File: src/rtl/fifo_word_packer.sv
// Drains narrow words from a synchronous FIFO read port and packs PACK_RATIO of them
// into one wide beat on a valid/ready stream; flush forces out a partial beat.
module fifo_word_packer #(
    parameter int unsigned  DATA_WIDTH = 32,
    parameter int unsigned  PACK_RATIO = 4,
    localparam int unsigned CNT_W      = $clog2(PACK_RATIO + 1),
    localparam int unsigned BEAT_W     = DATA_WIDTH * PACK_RATIO
) (
    input  logic                  clk,
    input  logic                  rst,
    input  logic                  fifo_empty,
    input  logic [DATA_WIDTH-1:0] fifo_data,
    output logic                  fifo_r_en,
    input  logic                  flush,
    output logic [BEAT_W-1:0]     m_data,
    output logic [CNT_W-1:0]      m_words,
    output logic                  m_valid,
    input  logic                  m_ready,
    output logic                  busy
);

    typedef enum logic {
        ST_FILL  = 1'b0,
        ST_FLUSH = 1'b1
    } state_t;

    state_t                               r_state;
    state_t                               w_next_state;
    logic [PACK_RATIO-1:0][DATA_WIDTH-1:0] r_slots;
    logic [CNT_W-1:0]                     r_fill;
    logic                                 r_rd_pend;
    logic [BEAT_W-1:0]                    r_m_data;
    logic [CNT_W-1:0]                     r_m_words;
    logic                                 r_m_valid;

    logic                                 w_rd_allow;
    logic                                 w_flush_pend;
    logic                                 w_emit_rdy;
    logic                                 w_xfer;
    logic                                 w_flush_take;
    logic [CNT_W:0]                       w_occ;
    logic [BEAT_W-1:0]                    w_beat;

    // Words already held plus the one in flight; caps reads at one beat's worth.
    assign w_occ      = {1'b0, r_fill} + (CNT_W + 1)'(r_rd_pend);
    assign w_emit_rdy = (r_fill == CNT_W'(PACK_RATIO)) ||
                        (w_flush_pend && !r_rd_pend && (r_fill != '0));
    assign w_xfer     = w_emit_rdy && (!r_m_valid || m_ready);
    // A flush coinciding with a full-beat transfer leaves nothing to flush for that beat.
    assign w_flush_take = flush && !w_xfer && ((r_fill != '0) || r_rd_pend);

    // State register
    always_ff @(posedge clk) begin
        if (rst) begin
            r_state <= ST_FILL;
        end else begin
            r_state <= w_next_state;
        end
    end

    // Next-state logic
    always_comb begin
        w_next_state = r_state;
        case (r_state)
            ST_FILL:  if (w_flush_take) w_next_state = ST_FLUSH;
            ST_FLUSH: if (w_xfer)       w_next_state = ST_FILL;
            default:                    w_next_state = ST_FILL;
        endcase
    end

    // State-decoded outputs; the read request must never assert on an empty FIFO.
    always_comb begin
        w_rd_allow   = 1'b0;
        w_flush_pend = 1'b0;
        case (r_state)
            ST_FILL:  w_rd_allow   = 1'b1;
            ST_FLUSH: w_flush_pend = 1'b1;
            default:  w_rd_allow   = 1'b0;
        endcase
        fifo_r_en = !fifo_empty && !rst && w_rd_allow &&
                    (w_occ < (CNT_W + 1)'(PACK_RATIO));
    end

    // Beat image with lanes beyond the fill count zeroed
    always_comb begin
        w_beat = '0;
        for (int k = 0; k < int'(PACK_RATIO); k++) begin
            if (CNT_W'(k) < r_fill) begin
                w_beat[k*DATA_WIDTH +: DATA_WIDTH] = r_slots[k];
            end
        end
    end

    always_ff @(posedge clk) begin
        if (rst) begin
            r_slots   <= '0;
            r_fill    <= '0;
            r_rd_pend <= 1'b0;
            r_m_data  <= '0;
            r_m_words <= '0;
            r_m_valid <= 1'b0;
        end else begin
            r_rd_pend <= fifo_r_en;
            // A transfer only happens with no read landing, so the two never collide.
            if (w_xfer) begin
                r_fill <= '0;
            end else if (r_rd_pend) begin
                r_fill <= r_fill + CNT_W'(1);
            end
            for (int k = 0; k < int'(PACK_RATIO); k++) begin
                if (r_rd_pend && (r_fill == CNT_W'(k))) begin
                    r_slots[k] <= fifo_data;
                end
            end
            if (w_xfer) begin
                r_m_data  <= w_beat;
                r_m_words <= r_fill;
                r_m_valid <= 1'b1;
            end else if (m_ready) begin
                r_m_valid <= 1'b0;
            end
        end
    end

    assign m_data  = r_m_data;
    assign m_words = r_m_words;
    assign m_valid = r_m_valid;
    assign busy    = (r_fill != '0) || r_rd_pend || w_flush_pend || r_m_valid;

endmodule

File: config.mk
export PLATFORM = sky130hd
export DESIGN_NAME = fifo_word_packer
export DESIGN_NICKNAME = d
export VERILOG_FILES = /design/src/rtl/fifo_word_packer.sv
export SDC_FILE = /design/constraint.sdc
export NUM_CORES = 1
export LEC_CHECK = 0
export ABC_AREA = 0
export BUFFER_PORTS_ARGS = -buffer_cell sky130_fd_sc_hd__buf_2
export CELL_PAD_IN_SITES_DETAIL_PLACEMENT = 0
export CELL_PAD_IN_SITES_GLOBAL_PLACEMENT = 1
export CORE_UTILIZATION = 46
export CTS_CLUSTER_SIZE = 8
export DETAILED_ROUTE_END_ITERATION = 7
export GPL_ROUTABILITY_DRIVEN = 0
export HOLD_SLACK_MARGIN = 0.05
export MAX_ROUTING_LAYER = met4
export PLACE_DENSITY = 0.88
export SYNTH_ARGS = -nofsm -noshare
export SYNTH_HDL_FRONTEND = slang
export SYNTH_SLANG_ARGS = --single-unit
export TNS_END_PERCENT = 30
File: constraint.sdc
create_clock -name clk -period 5.5 [get_ports clk]
set_input_delay 1.65 -clock clk [delete_from_list [all_inputs] [get_ports clk]]
set_output_delay 1.65 -clock clk [all_outputs]
set_load 0.02 [all_outputs]
==> results.tsv <==
stage	metric	value	unit
yosys	Synth Warn #	0	
yosys	EDFF count, synth	0	
clocking	Worst-path clk slew	0.05	ns
floorplan	I/O pins	171	
final_layout	most frequent cells in the layout	dfxtp_1 (264), nand2_1 (257), buf_2 (169), a21oi_1 (130), nand2b_1 (71)	
yosys	Synth Instances	1185	
yosys	Yosys reg bits	265	
final_layout	ratio of cells with drive above 1 in the final layout	0.225	
final_layout	Final nets	1346	
timing	Slew HR	0.308	
power_and_ir_drop	Pwr per Cell Area	331	nW/um2
final_layout	commonest non-fill, non-tap cell in the layout	dfxtp_1	
routing	post-DR wirelength/cell	16.8	um
clocking	Resize count post-CTS	0	
routing	total routed wirelength	27.4	mm
clocking	clock sinks	265	
routing	routed vias	8383	
clocking	TritonCTS buffer count	39	
min_path	Hold EP	r_slots[26]	
timing	Final TNS setup	0	ns
floorplan	core area	23400	um2
global_route	GR Overflow Total	0	
setup_path	slowest cell on the critical path	or4_1	
timing	measured slew at the worst slew-check pin	1.04	ns
timing	unrepaired setup endpoints after global routing	no	
yosys	Synth Flop Type	dfxtp_1	
setup_path	critical path capture point type	output pin	
yosys	synthesized area	10900	um2
setup_path	Reg2Reg Launch Point	r_fill[1]	
setup_path	crit-path cells	buf_8 -> or4_1 -> nor2_1 -> buf_2	
yosys	syn nets	1225	
setup_path	CP required	3.85	ns
setup_path	Worst R2R Path Depth	6	
global_route	initial antenna violation count	0	
clocking	Clock Path Buffers	3	
min_path	worst hold path class	reg -> reg	
yosys	FFs w/ async S/R, synth	0	
routing	Antenna Nets Post-Route	0	
floorplan	Initial Utilization	0.467	
global_route	pin count of the biggest net entering global routing	113	
routing	Pre-antenna DRT Iters	5	
clocking	hold buffers post-CTS	0	
timing	f_max	0.231	GHz
power_and_ir_drop	maximum vdd drop	0.180	mV
place	port bufs	170	
setup_path	Crit Path Max Fanout	80	
setup_path	Setup crit start kind	input pin	
setup_path	Worst Path Arrival	2.67	ns
setup_path	RR Endpoint	m_data[12]	
global_route	first-pass GRT wire length	42.6	mm
yosys	synth unique cells	37	
clocking	CTS tree	done	
power_and_ir_drop	Leakage	5.12	nW
timing	final worst-path cycle share	0.786	
place	hpwl dp	16.5	mm
power_and_ir_drop	total power	4.26	mW
yosys	synthesized area per cell	9.23	um2
setup_path	critical setup path kind	in -> out	
final_layout	Synth-to-Final Area Change	17.7	%
clocking	H-tree depth	2	
timing	final number of max-transition violations	0	
floorplan	Die X-Extent	156	um
setup_path	CP max stage delay	0.55	ns
clocking	Post CTS Setup Buffer Count	0	
yosys	sequential area share after synthesis	0.485	
job	max cap viols	0	
timing	Hold Fails Final Rpt	0	
timing	Tmin final	4.32	ns
floorplan	Die H	156	um
global_route	GRT Overall Usage	0.231	
routing	Vias/cell	5.15	
status	status	completed	
min_path	Hold Path Depth	2	
min_path	hold_sp	r_slots[26]	
final_layout	ANT cells	0	
routing	initial DRC count	514	
floorplan	Die Area	24400	um2
global_route	vias in the first global route	7912	
setup_path	reg-to-reg slack, setup	2.72	ns
floorplan	# rows	56	
clocking	Clock Latency Late Sink	0.50	ns
timing	final setup violation count	0	
clocking	CTS root buf	clkbuf_16	
timing	Final Skew	0.0159	ns
final_layout	Layout fillers	2154	
routing	number of remaining DRC errors	0	
-- worst max path at each step --
| stage | from | endpoint |
|---|---|---|
| after floorplan | rst | fifo_r_en |
| after global routing | rst | fifo_r_en |
| final | rst | fifo_r_en |
| after CTS | rst | fifo_r_en |
| after global placement | rst | fifo_r_en |
| after detailed placement | rst | m_data[74] |
-- routing by layer --
metal,track usage,part of all wire,routed length [um]
met1,0.305,0.47,12700
met2,0.356,0.46,12500
met3,0.0456,0.056,1550
met4,0.0686,0.022,609
met5,-,0,0
-- where the power goes --
| part | switching [mW] | total (mW) | internal [mW] |
|---|---|---|---|
| registers | 0.0168 | 1.96 | 1.95 |
| clock network | 0.779 | 2.08 | 1.30 |
| logic | 0.145 | 0.217 | 0.0713 |
| total | 0.942 | 4.26 | 3.32 |
-- cell type report --
cell class              count  area [um2]  area share
clock buffers              42        1030      0.0800
clock inverters             1        8.76    0.000680
inverters                   2        7.51    0.000583
multi-input cells         812        5130       0.398
flip-flops and latches    265        5310       0.412
well taps                 319         399      0.0310
repair buffers            186         993      0.0772
-- critical path, delay by kind of cell --
kind / cells / cell delay [ns]
buffers and inverters: 2 / 0.36
AND/OR/NAND/NOR: 2 / 0.65
-- Yosys cell counts (12+ instances only) --
cell type	number	area, um2
buf_4	12	90.1
nor3b_1	64	480
nand2_1	257	965
nand3b_1	66	495
clkbuf_1	45	169
a21oi_1	130	651
nand2b_1	71	444
mux2i_1	68	681
buf_2	39	195
nor2b_1	64	400
mux2_2	49	552
dfxtp_1	265	5310
-- flip-flops by register name (all words and copies together), names as in the netlist --
signal,count
m_data,128
m_valid,1
m_words,3
r_fill,3
r_rd_pend,1
r_slots,128
r_state,1
-- through the flow --
step	hold slack [ns]	instances	cell area [um2]	worst slack [ns]	util
final	0.449	1627	12900	1.18	0.550
after global routing	0.463	1627	12900	1.12	0.550
after CTS	0.449	1627	12900	1.17	0.550
after detailed placement	0.442	1584	11800	1.16	0.506
after global placement	0.437	1584	11800	1.17	0.506
after floorplan	0.432	1185	10900	1.08	-
-- cells by family after synthesis --
family	share of synthesized area
adders and majority gates	0.00343
DFF	0.485
xor gates and xnor gates	0.00160
and+or+nand+nor	0.269
muxes	0.131
buffers and inverters	0.0484
AOI/OAI and AO/OA	0.0618
No activity file was read; power rests on OpenSTA's default activity.
